$ cat src/rtl/sync_fifo_flags.sv
// Single-clock FIFO with a fill-level output, programmable almost-full/almost-empty flags,
// sticky overflow/underflow error flags, and a choice of registered or fall-through read.
module sync_fifo_flags #(
    parameter int DATA_WIDTH = 8,
    parameter int DEPTH      = 16,
    parameter int AF_THRESH  = DEPTH - 2,
    parameter int AE_THRESH  = 2,
    parameter int FWFT       = 0
) (
    input  logic                       clk,
    input  logic                       rst,
    input  logic                       wr_en,
    input  logic [DATA_WIDTH-1:0]      din,
    input  logic                       rd_en,
    input  logic                       clr_err,
    output logic [DATA_WIDTH-1:0]      dout,
    output logic                       dout_valid,
    output logic                       full,
    output logic                       empty,
    output logic                       almost_full,
    output logic                       almost_empty,
    output logic [$clog2(DEPTH):0]     level,
    output logic                       overflow,
    output logic                       underflow
);
    localparam int AW = $clog2(DEPTH);
    localparam int LW = AW + 1;

    logic [DATA_WIDTH-1:0] mem [DEPTH];
    logic [AW-1:0]         wr_ptr_reg;
    logic [AW-1:0]         rd_ptr_reg;
    logic [LW-1:0]         level_reg;
    logic [LW-1:0]         level_next;
    logic                  overflow_reg;
    logic                  underflow_reg;
    logic                  wr_acc;
    logic                  rd_acc;

    // All flags come from the registered level, so they reflect start-of-cycle occupancy.
    assign full         = (level_reg == LW'(DEPTH));
    assign empty        = (level_reg == '0);
    assign almost_full  = (level_reg >= LW'(AF_THRESH));
    assign almost_empty = (level_reg <= LW'(AE_THRESH));
    assign level        = level_reg;
    assign overflow     = overflow_reg;
    assign underflow    = underflow_reg;

    assign wr_acc = wr_en && !full;
    assign rd_acc = rd_en && !empty;

    always_comb begin
        level_next = level_reg;
        case ({wr_acc, rd_acc})
            2'b10:   level_next = level_reg + LW'(1);
            2'b01:   level_next = level_reg - LW'(1);
            default: level_next = level_reg;
        endcase
    end

    // Storage has no reset so it maps onto RAM primitives.
    always_ff @(posedge clk) begin
        if (wr_acc && !rst) begin
            mem[wr_ptr_reg] <= din;
        end
    end

    always_ff @(posedge clk) begin
        if (rst) begin
            wr_ptr_reg    <= '0;
            rd_ptr_reg    <= '0;
            level_reg     <= '0;
            overflow_reg  <= 1'b0;
            underflow_reg <= 1'b0;
        end else begin
            if (wr_acc) begin
                wr_ptr_reg <= wr_ptr_reg + AW'(1);
            end
            if (rd_acc) begin
                rd_ptr_reg <= rd_ptr_reg + AW'(1);
            end
            level_reg <= level_next;
            // A new error event in the same cycle as clr_err keeps the flag set.
            if (wr_en && full) begin
                overflow_reg <= 1'b1;
            end else if (clr_err) begin
                overflow_reg <= 1'b0;
            end
            if (rd_en && empty) begin
                underflow_reg <= 1'b1;
            end else if (clr_err) begin
                underflow_reg <= 1'b0;
            end
        end
    end

    generate
        if (FWFT == 0) begin : g_std
            logic [DATA_WIDTH-1:0] dout_reg;
            logic                  dout_valid_reg;

            always_ff @(posedge clk) begin
                if (rst) begin
                    dout_reg       <= '0;
                    dout_valid_reg <= 1'b0;
                end else begin
                    dout_valid_reg <= rd_acc;
                    if (rd_acc) begin
                        dout_reg <= mem[rd_ptr_reg];
                    end
                end
            end

            assign dout       = dout_reg;
            assign dout_valid = dout_valid_reg;
        end else begin : g_fwft
            // Head of queue is presented directly; a fresh write shows up once level_reg counts it.
            assign dout       = mem[rd_ptr_reg];
            assign dout_valid = !empty;
        end
    endgenerate

endmodule
$ cat config.mk
export PLATFORM = sky130hd
export DESIGN_NAME = sync_fifo_flags
export DESIGN_NICKNAME = d
export VERILOG_FILES = /design/src/rtl/sync_fifo_flags.sv
export SDC_FILE = /design/constraint.sdc
export NUM_CORES = 1
export LEC_CHECK = 0
export BUFFER_PORTS_ARGS = -buffer_cell sky130_fd_sc_hd__buf_2
export CELL_PAD_IN_SITES_DETAIL_PLACEMENT = 0
export CELL_PAD_IN_SITES_GLOBAL_PLACEMENT = 1
export CORE_ASPECT_RATIO = 0.5
export CORE_MARGIN = 3
export CORE_UTILIZATION = 57
export CTS_BUF_LIST = sky130_fd_sc_hd__clkbuf_4
export DETAILED_ROUTE_END_ITERATION = 8
export PLACE_DENSITY = 0.95
export SLEW_MARGIN = 0
export SYNTH_ARGS = -nofsm -noshare
export SYNTH_HDL_FRONTEND = slang
export SYNTH_SLANG_ARGS = --single-unit
$ cat constraint.sdc
create_clock -name clk -period 6.8 [get_ports clk]
set_clock_uncertainty 0.15 [all_clocks]
set_input_delay 1.02 -clock clk [delete_from_list [all_inputs] [get_ports clk]]
set_output_delay 1.02 -clock clk [all_outputs]
set_load 0.1 [all_outputs]
==> results of run 1 <==
[through the flow]
stage	area (µm²)	hold WS [ps]	power (mW)	utilization [%]	setup slack, ps
floorplan	6110	379	1.78	-	77.3
global placement	6320	334	1.91	61.3	3340
detailed placement	6320	340	1.92	61.3	3270
CTS	6630	358	2.48	64.3	3550
global route	6630	385	2.58	64.3	3350
finish	6630	358	2.48	64.3	3580
[area by class of cell]
class,instances,area [µm²]
inverters,10,37.5
clock inverters,14,174
clock buffers,18,135
well taps,140,175
multi-input cells,219,1610
fillers,724,3680
repair buffers,33,168
diodes,1,2.50
flip-flops and latches,152,4330
[final timing paths]
path,endpoint,cells after the start,start
min,dout[5],2,dout[5]
max reg2reg,level[4],11,level[0]
max,empty,3,level[0]
min reg2reg,dout[5],2,dout[5]
[routing by layer]
layer  part of all wire (%)  vias to the layer above
met5                      0                        -
met4                    1.5                        0
met3                    7.0                       15
met2                     47                      132
met1                     44                     1673
li1                       -                     1599
[cell usage after synthesis]
cell type / count
mux2_2: 1
mux2i_1: 66
o22ai_1: 32
or3b_1: 3
or3_1: 2
nor2b_1: 2
buf_6: 5
buf_4: 3
nand4_1: 2
nor3_1: 2
a211oi_1: 8
buf_1: 1
a21oi_1: 6
a21o_1: 1
ha_1: 9
clkbuf_1: 3
buf_2: 5
o21ai_0: 1
nand3_1: 3
xor2_1: 5
edfxtp_1: 128
nand3b_1: 4
clkbuf_2: 3
nor4_1: 8
dfxtp_1: 24
a2111oi_0: 1
nor2_1: 44
a22oi_1: 2
inv_1: 10
xnor2_1: 3
a21boi_2: 1
nor4_2: 1
and2_1: 2
fa_1: 1
or3b_2: 1
nand2_1: 8
[worst min-delay path: stages (launching register included)]
cell and delay, ps:
dfxtp_1 330, nor2_1 100, a211oi_1 50
[cell families after synthesis]
kind of cell | after synthesis | share of synthesized area (%)
xor gates and xnor gates | 8 | 1.15
AOI/OAI and AO/OA | 52 | 5.53
and+or+nand+nor | 82 | 6.52
muxes | 67 | 11.0
adders and majority gates | 10 | 2.17
buffers and inverters | 30 | 2.81
DFF | 152 | 70.8
[power groups by stage]
stage | combinational, mW | clock, mW | sequential, mW
global route | 0.830 | 0.629 | 1.12
detailed placement | 0.783 | 0 | 1.14
global placement | 0.776 | 0 | 1.13
CTS | 0.788 | 0.582 | 1.12
finish | 0.786 | 0.578 | 1.12
floorplan | 0.364 | 0 | 1.42
==> out/qor.yml, run 1 <==
clk_path_buf_depth: 2
p_comb_share_pct: 31.7
pwr-share-clk_pct: 23.3
p_int_mw: 1.48
io_pins: 33
nNetsFinal: 456
finalSetupViolCount: 0
slowest_stage: "nor4_2"
crit_family: "simple AND/OR/NAND/NOR gates"
slew_viol_final: 0
timing.setup.tns_ps: 0
grt_start_max_net_pins: 67
cts_tree: "built"
critPathLaunchType: "flip-flop"
final_cell_mix: "edfxtp_1 (128), mux2i_1 (66), nor2_1 (44), o22ai_1 (32), buf_2 (32)"
cts.reportedPaths.clkPinSlew_ps: 120
crit_buf_inv: 1
antenna_found_initial: 1
arrival_ps: 2050
vias: 3419
cts_hold_buf: 0
dr.pass1.iters: 4
wirelength_um: 11500
use_met1_pct: 27.3
layout.cells.non_filler: 587
root_buffer: "clkbuf_4"
dpl.hpwl_um: 7370
cts_buffers: 17
dp.cells: 554
overflow: 0
clock_latency_ps: 530
ys_seq_elements: 152
hp-class: "reg2reg"
ys_types: 36
crit_chain: "nor4_2 > and2_1 > buf_2"
ys_seq_area_share_pct: 70.8
synth_area_leader_cell: "edfxtp_1"
io_buffers: 32
required_ps: 5630
synth_area_leaders: "edfxtp_1 (63%), mux2i_1 (11%), dfxtp_1 (7.9%), o22ai_1 (3.3%), nor2_1 (2.7%)"
busiest_layer: "met2"
status: "complete, no violations"
grt_pass1_wl_um: 17200
cts.sinks: 152
p_leak_nw: 2.12
wl_per_cell_um: 19.6
fin_crit_sh_pct: 47.4
synth_area_mm2: 0.00611
initialDrtViolationCount: 288
reg2reg_slack_ps: 3650
relSlewSlack_pct: 25.0
fmax_ghz: 0.310
drive_gt1_share_pct: 15.5
end_kind: "primary output"
start_util_pct: 59.2
final_common_cell: "edfxtp_1"
gp_congestion: 0.835
rsz0062_at_grt: "false"
hold_viol_final: 0
sw_frac_of_total_pct: 40.1
critPathKind: "reg2out"
dieArea_mm2: 0.0121
use_met3_pct: 4.19
die_w_um: 152
worstMarginPinSlew_ps: 1130
dieHeight_um: 79.2
drc_errors: 0
yosys.area.top_type_share_pct: 63.0
p_switching_mw: 0.995
first_global_vias: 3106
seqPwrFrac_pct: 45.0
drtAntennaViolNets: 0
crit_fanout: 6
postSynthCellCount: 401
largest_reg_flops: 128
yosysWarnings: 0
post_cts_resized: 0
area_delta_synth_final_pct: 8.59
cts-htree-levels: 4
critPathMaxStageDelay_ps: 470
avgSynthCellArea_um2: 15.2
powerDensity_mw_per_mm2: 374
core_area_mm2: 0.0103
finalCriticalPeriod_ps: 3220
maxCapViolations: 0
viasPerCell: 5.82
rows: 26
vdd_drop_max_mv: 0.600
syn_nets: 424
postCtsSetupRepairBufs: 0
use_met2_pct: 30.6
globalRouteTotalUtil_pct: 19.5
No activity file was read; power rests on OpenSTA's default activity.
==> run 2, diff against run 1 <==
--- a/config.mk
+++ b/config.mk
@@ -5,15 +5,16 @@
 export SDC_FILE = /design/constraint.sdc
 export NUM_CORES = 1
 export LEC_CHECK = 0
+export ABC_AREA = 1
 export BUFFER_PORTS_ARGS = -buffer_cell sky130_fd_sc_hd__buf_2
 export CELL_PAD_IN_SITES_DETAIL_PLACEMENT = 0
 export CELL_PAD_IN_SITES_GLOBAL_PLACEMENT = 1
 export CORE_ASPECT_RATIO = 0.5
 export CORE_MARGIN = 3
-export CORE_UTILIZATION = 57
+export CORE_UTILIZATION = 50
 export CTS_BUF_LIST = sky130_fd_sc_hd__clkbuf_4
 export DETAILED_ROUTE_END_ITERATION = 8
-export PLACE_DENSITY = 0.95
+export PLACE_DENSITY = 0.92
 export SLEW_MARGIN = 0
 export SYNTH_ARGS = -nofsm -noshare
 export SYNTH_HDL_FRONTEND = slang
==> constraint.sdc (replaced) <==
create_clock -name clk -period 3.3 [get_ports clk]
set_clock_uncertainty 0.15 [all_clocks]
set_input_delay 0.495 -clock clk [delete_from_list [all_inputs] [get_ports clk]]
set_output_delay 0.495 -clock clk [all_outputs]
set_load 0.1 [all_outputs]
==> out/qor.yml, run 2 <==
end_kind: "flip-flop"  # was primary output
maxCapViolations: 0  # unchanged
overflow: 0  # unchanged
arrival_ps: 3090  # was 2050 ps
avgSynthCellArea_um2: 9.82  # was 15.2 µm²
grt_pass1_wl_um: 23200  # was 17200 µm
drc_errors: 0  # unchanged
vdd_drop_max_mv: 1.16  # was 0.600 mV
yosysWarnings: 0  # unchanged
finish.utilization_pct: 56.1  # was 64.3%
finalSetupViolCount: 0  # unchanged
required_ps: 3600  # was 5630 ps
synth_area_mm2: 0.00668  # was 0.00611 mm²
finalCriticalPeriod_ps: 2790
holdCritStartpoint: "clr_err"  # was dout[5]
synth_edf_count: 128  # unchanged
final_cell_mix: "nand2_1 (221), edfxtp_1 (128), nand3_1 (97), inv_1 (87), nor2_1 (35)"  # was edfxtp_1 (128), mux2i_1 (66), nor2_1 (44), o22ai_1 (32), buf_2 (32)
postCtsSetupRepairBufs: 0  # unchanged
final_common_cell: "nand2_1"  # was edfxtp_1
io_buffers: 32  # unchanged
synth_xor_area_share_pct: 0.656  # was 1.15%
yosys.area.top_type_share_pct: 57.6  # was 63.0%
holdWs_ps: 85.7  # was 358 ps
ys_seq_area_share_pct: 64.8  # was 70.8%
seqPwrFrac_pct: 40.7  # was 45.0%
cts_tree: "built"  # unchanged
worstMarginPinSlew_ps: 819  # was 1130 ps
die_w_um: 169  # was 152 µm
cts.reportedPaths.clkPinSlew_ps: 120  # about the same
synth_ff_type: "edfxtp_1"  # unchanged
io_pins: 33  # unchanged
drtAntennaViolNets: 0  # unchanged
first_global_vias: 4379  # was 3106
crit_family: "adder cells"  # was simple AND/OR/NAND/NOR gates
sw_frac_of_total_pct: 44.7  # was 40.1%
cts-htree-levels: 4  # unchanged
post_cts_resized: 0  # unchanged
p_comb_share_pct: 40.0  # was 31.7%
r2r_end: "level[4]"  # unchanged
pwr-share-clk_pct: 19.3  # was 23.3%
viasPerCell: 5.24  # was 5.82
critPathKind: "reg2reg"  # was reg2out
synth_top_family_by_area: "simple AND/OR/NAND/NOR gates"  # was multiplexers
antenna_cells: 0  # was 1
synth_area_leader_cell: "edfxtp_1"  # unchanged
rows: 29  # was 26
yosys-top-cells-count: "nand2_1 (221), edfxtp_1 (128), nand3_1 (97), inv_1 (87), nor2_1 (35)"  # was edfxtp_1 (128), mux2i_1 (66), nor2_1 (44), o22ai_1 (32), dfxtp_1 (24)
nFillCells: 1122  # was 724
crit_buf_inv: 4  # was 1
dieHeight_um: 87.7  # was 79.2 µm
synth_adder_area_share_pct: 1.99  # was 2.17%
crit_fanout: 20  # was 6
p_leak_nw: 3.09  # was 2.12 nW
ys_seq_elements: 152  # unchanged
drive_gt1_share_pct: 11.7  # was 15.5%
initialDrtViolationCount: 363  # was 288
synth_compound_area_share_pct: 2.19  # was 5.53%
rsz0062_at_grt: "false"  # unchanged
p_int_mw: 3.10  # was 1.48 mW
crit_chain: "inv_1 > nand4_1 > nand2_2 > inv_2 > ha_1 > inv_1 > fa_1 > inv_1 > nand2_1 > a21boi_1 > o21bai_1 > nand2_1 > nand2_1 > a21oi_1"  # was nor4_2 > and2_1 > buf_2
wirelength_um: 14800  # was 11500 µm
dpl.hpwl_um: 9250  # was 7370 µm
synth_most_common_cell: "nand2_1"  # was edfxtp_1
synthSimpleGateAreaFrac_pct: 22.3  # was 6.52%
start_util_pct: 52.0  # was 59.2%
area_delta_synth_final_pct: 8.00  # was 8.59%
clk_path_buf_depth: 2  # unchanged
root_buffer: "clkbuf_4"  # unchanged
core_area_mm2: 0.0128  # was 0.0103 mm²
status: "complete, no violations"  # unchanged
fin_crit_sh_pct: 84.6
syn_nets: 703  # was 424
wl_per_cell_um: 16.7  # was 19.6 µm
slew_viol_final: 0  # unchanged
holdPathStages: 4  # was 2
clock_latency_ps: 520  # was 530 ps
grt_start_max_net_pins: 67  # unchanged
timing.rr.start: "level[4]"  # was level[0]
power_mw: 5.59  # was 2.48 mW
antenna_found_initial: 1  # unchanged
reg2reg_slack_ps: 510  # was 3650 ps
cts_hold_buf: 0  # unchanged
ff2ff_path_depth: 14  # was 11
hold_end: "overflow"  # was dout[5]
timing.setup.tns_ps: 0  # unchanged
dieArea_mm2: 0.0149  # was 0.0121 mm²
synth_mux_area_share_pct: 0  # was 11.0%
async_flop_share_pct: 0  # unchanged
largest_reg_flops: 128  # unchanged
vias: 4654  # was 3419
relSlewSlack_pct: 45.2  # was 25.0%
globalRouteTotalUtil_pct: 20.8  # was 19.5%
synth_area_leaders: "edfxtp_1 (58%), nand2_1 (12%), nand3_1 (7.3%), dfxtp_1 (7.2%), inv_1 (4.9%)"  # was edfxtp_1 (63%), mux2i_1 (11%), dfxtp_1 (7.9%), o22ai_1 (3.3%), nor2_1 (2.7%)
slowest_stage: "dfxtp_1"  # was nor4_2
hp-class: "in2reg"  # was reg2reg
postSynthCellCount: 680  # was 401
cts_buffers: 17  # unchanged
powerDensity_mw_per_mm2: 776  # was 374 mW/mm²
ys_types: 26  # was 36
fmax_ghz: 0.358
dpl_worst_slack_ps: 537  # was 3270 ps
p_switching_mw: 2.50  # was 0.995 mW
setup_ws_ps: 507  # was 3580 ps
hold_viol_final: 0  # unchanged
critPathMaxStageDelay_ps: 490  # was 470 ps
nNetsFinal: 729  # was 456
dr.pass1.iters: 5  # was 4
critPathLaunchType: "flip-flop"  # unchanged
cts.sinks: 152  # unchanged
gp_congestion: 0.826  # was 0.835
## run 2: cell types whose count changed after synthesis, sizes merged, moves of 4 or more
cell	previous run	this run
nand2	8	224
nand3	3	97
inv	10	97
mux2i	66	0
o22ai	32	0
buf	14	27
a21oi	6	15
nor2	44	35
nor4	9	0
a211oi	8	0
o21ai	1	8
nand3b	4	0
or3b	4	0
## run 2: layer usage
metal  vias up  part of all wire [%]  wire length (µm)  track usage (%)
li1       2256                     -                 -                -
met1      2217                    44              6490             27.7
met2       163                    46              6810             33.4
met3        18                   8.9              1310             6.45
met4         0                   1.3               193             5.86
met5         -                     0                 0                0
## run 2: cells by family after synthesis
group	Yosys count
adder cells (fa/ha/maj)	10
AO/OA/AOI/OAI	27
AND/OR/NAND/NOR	359
buffers and inverters	127
XOR/XNOR	5
flip-flops	152
## run 2: final cells by class
type	count	area, µm²	share of cell area (%)
Clock buffer	17	128	1.77
Timing Repair Buffer	37	198	2.74
Clock inverter	15	136	1.89
Sequential cell	152	4330	60.0
Inverter	97	364	5.05
Tap cell	170	213	2.95
Multi-Input combinational cell	401	1850	25.6
## run 2: through the flow
step | cells | area (µm²)
2_1_floorplan | 680 | 6710
3_3_place_gp | 857 | 6950
3_5_place_dp | 857 | 6950
4_1_cts | 889 | 7210
5_1_grt | 889 | 7210
6_report | 889 | 7210
## run 2: worst min-delay path: cells and delay by family
| kind | cells | cell delay, ps |
|---|---|---|
| buf+inv | 2 | 110 |
| simple gates | 1 | 50 |
| compound gates | 1 | 50 |
## run 2: how the worst max path moves through the flow
stage | startpoint | to | depth (start not counted)
2_1_floorplan | level[4] | level[4] | 15
3_3_place_gp | level[4] | level[4] | 14
3_5_place_dp | level[4] | level[4] | 14
4_1_cts | level[4] | level[4] | 14
5_1_grt | level[4] | level[4] | 14
6_report | level[4] | level[4] | 14
## run 2: power groups by stage
stage / combinational [mW] / clock [mW] / sequential [mW]
6_report: 2.24 / 1.08 / 2.28
5_1_grt: 2.41 / 1.18 / 2.29
4_1_cts: 2.24 / 1.10 / 2.28
3_5_place_dp: 2.23 / 0 / 2.32
3_3_place_gp: 2.21 / 0 / 2.32
2_1_floorplan: 1.27 / 0 / 2.83
==> run 3, diff against run 2 <==
--- a/config.mk
+++ b/config.mk
@@ -5,16 +5,16 @@
 export SDC_FILE = /design/constraint.sdc
 export NUM_CORES = 1
 export LEC_CHECK = 0
-export ABC_AREA = 1
+export ABC_AREA = 0
 export BUFFER_PORTS_ARGS = -buffer_cell sky130_fd_sc_hd__buf_2
 export CELL_PAD_IN_SITES_DETAIL_PLACEMENT = 0
 export CELL_PAD_IN_SITES_GLOBAL_PLACEMENT = 1
 export CORE_ASPECT_RATIO = 0.5
 export CORE_MARGIN = 3
-export CORE_UTILIZATION = 50
+export CORE_UTILIZATION = 53
 export CTS_BUF_LIST = sky130_fd_sc_hd__clkbuf_4
 export DETAILED_ROUTE_END_ITERATION = 8
-export PLACE_DENSITY = 0.92
+export PLACE_DENSITY = 0.91
 export SLEW_MARGIN = 0
 export SYNTH_ARGS = -nofsm -noshare
 export SYNTH_HDL_FRONTEND = slang
==> constraint.sdc (replaced) <==
create_clock -name clk -period 2.8 [get_ports clk]
set_clock_uncertainty 0.15 [all_clocks]
set_input_delay 0.42 -clock clk [delete_from_list [all_inputs] [get_ports clk]]
set_output_delay 0.42 -clock clk [all_outputs]
set_load 0.1 [all_outputs]
==> out/qor.yml, run 3 (synthesized netlist as in run 1, its figures left out) <==
cts_tree: "built"  # unchanged
first_global_vias: 3301  # was 4379
powerDensity_mw_per_mm2: 904  # was 776 mW/mm²
finish.utilization_pct: 62.5  # was 56.1%
grt_pass1_wl_um: 18100  # was 23200 µm
power_mw: 6.28  # was 5.59 mW
clk_path_buf_depth: 2  # unchanged
final_cell_mix: "edfxtp_1 (128), mux2i_1 (66), nor2_1 (44), o22ai_1 (32), buf_2 (32)"  # was nand2_1 (221), edfxtp_1 (128), nand3_1 (97), inv_1 (87), nor2_1 (35)
antenna_found_initial: 1  # unchanged
finalCriticalPeriod_ps: 2720  # was 2790 ps
crit_family: "simple AND/OR/NAND/NOR gates"  # was adder cells
holdWs_ps: 123  # was 85.7 ps
cts.sinks: 152  # unchanged
p_leak_nw: 2.29  # was 3.09 nW
io_buffers: 32  # unchanged
critPathMaxStageDelay_ps: 390  # was 490 ps
slowest_stage: "nor4_4"  # was dfxtp_1
place_area_mm2: 0.00656  # was 0.00695 mm²
layout.cells.non_filler: 618  # was 889
hold_viol_final: 0  # unchanged
final_area_mm2: 0.00694  # was 0.00721 mm²
rows: 27  # was 29
io_pins: 33  # unchanged
critPathKind: "reg2reg"  # unchanged
gp_congestion: 0.878  # was 0.826
critPathLaunchType: "flip-flop"  # unchanged
cts_buffers: 17  # unchanged
maxCapViolations: 0  # unchanged
fmax_ghz: 0.368  # was 0.358 GHz
crit_chain: "nor4_4 > a21oi_2 > ha_4 > ha_1 > nor2b_2 > o21ai_2 > a21oi_1 > or3b_1 > mux2_2"  # was inv_1 > nand4_1 > nand2_2 > inv_2 > ha_1 > inv_1 > fa_1 > inv_1 > nand2_1 > a21boi_1 > o21bai_1 > nand2_1 > nand2_1 > a21oi_1
reg2reg_slack_ps: 80  # was 510 ps
wirelength_um: 12000  # was 14800 µm
drtAntennaViolNets: 0  # unchanged
globalRouteTotalUtil_pct: 19.6  # was 20.8%
dr.pass1.iters: 5  # unchanged
hp-class: "in2reg"  # unchanged
cts.reportedPaths.clkPinSlew_ps: 140  # was 120 ps
vias: 3513  # was 4654
grt_start_max_net_pins: 35  # was 67
sw_frac_of_total_pct: 39.1  # was 44.7%
area_delta_synth_final_pct: 13.7  # was 8.00%
dieHeight_um: 81.9  # was 87.7 µm
dpl.hpwl_um: 7940  # was 9250 µm
cts-htree-levels: 4  # unchanged
clock_latency_ps: 530  # was 520 ps
crit_buf_inv: 0  # was 4
final_common_cell: "edfxtp_1"  # was nand2_1
root_buffer: "clkbuf_4"  # unchanged
worstMarginPinSlew_ps: 506  # was 819 ps
crit_fanout: 4  # was 20
slew_viol_final: 0  # unchanged
status: "complete, no violations"  # unchanged
initialDrtViolationCount: 310  # was 363
dieArea_mm2: 0.0129  # was 0.0149 mm²
fin_crit_sh_pct: 97.2  # was 84.6%
start_util_pct: 54.9  # was 52.0%
pwr-share-clk_pct: 23.7  # was 19.3%
p_comb_share_pct: 32.8  # was 40.0%
relSlewSlack_pct: 66.5  # was 45.2%
largest_reg_flops: 128  # unchanged
overflow: 0  # unchanged
wl_per_cell_um: 19.5  # was 16.7 µm
end_kind: "flip-flop"  # unchanged
drive_gt1_share_pct: 22.7  # was 11.7%
vdd_drop_max_mv: 1.23  # was 1.16 mV
p_int_mw: 3.82  # was 3.10 mW
p_switching_mw: 2.45  # was 2.50 mW
core_area_mm2: 0.0111  # was 0.0128 mm²
drc_errors: 0  # unchanged
viasPerCell: 5.68  # was 5.24
finalSetupViolCount: 0  # unchanged
arrival_ps: 3000  # was 3090 ps
nNetsFinal: 483  # was 729
required_ps: 3080  # was 3600 ps
dp.cells: 580  # was 857
seqPwrFrac_pct: 43.5  # was 40.7%
die_w_um: 158  # was 169 µm
-- run 3: cell count changes in the layout (fill, tap and decap cells not counted), sizes merged, moves of 6 or more --
cell	change
clkinv	-6
a211oi	+8
inv	-86
nand3	-94
nor4	+9
a21oi	-9
buf	+21
o21ai	-7
nor2	+9
mux2i	+66
o22ai	+32
nand2	-216
-- run 3: what timing repair did --
| action | CTS | global route |
|---|---|---|
| endpoints found under the hold margin | 3 | 0 |
| setup endpoints to repair | 0 | 1 |
| buffers inserted | 0 | 4 |
| hold buffers | 2 | 0 |
| gates resized for setup | 0 | 3 |
-- run 3: power by group through the flow --
stage / combinational, mW / sequential [mW] / clock, mW
global placement: 1.98 / 2.78 / 0
floorplan: 0.962 / 3.48 / 0
finish: 2.06 / 2.73 / 1.49
detailed placement: 2.00 / 2.79 / 0
CTS: 2.01 / 2.74 / 1.50
global route: 2.17 / 2.75 / 1.62
-- run 3: final timing paths --
| check | endpoint | cells past startpoint | from |
|---|---|---|---|
| setup / recovery | level[4] | 9 | level[0] |
| hold / removal | mem[14][1] | 1 | din[1] |
| setup reg to reg | level[4] | 9 | level[0] |
| hold reg to reg | dout[6] | 2 | dout[6] |
-- run 3: area by class of cell --
cell class              count  area [µm²]
flip-flops and latches    152        4350
fillers                   818        4170
multi-input cells         219        1660
repair buffers             60         388
well taps                 145         181
clock inverters            11         174
clock buffers              20         150
inverters                  10        37.5
diodes                      1        2.50
-- run 3: metal layers --
layer / GRT usage (%) / up-vias / routed length [µm]
met5: 0 / - / 0
met4: 6.75 / 0 / 183
met3: 6.05 / 19 / 779
met2: 30.3 / 107 / 5640
met1: 26.6 / 1731 / 5430
li1: - / 1656 / -
-- run 3: per-stage QoR --
stage / TNS (ps) / worst slack [ps]
finish: 0 / 79.0
global route: -28.9 / -28.9
CTS: 0 / 54.2
detailed placement: 0 / 76.0
global placement: 0 / 150
floorplan: 0 / 0.100
-- run 3: worst reg2reg max path, delay by kind of cell, from the launching register on --
kind,cells,cell delay [ps]
and+or+nand+nor,3,920
adders and majority gates,2,510
AOI/OAI and AO/OA,3,390
DFF,1,380
muxes,1,280
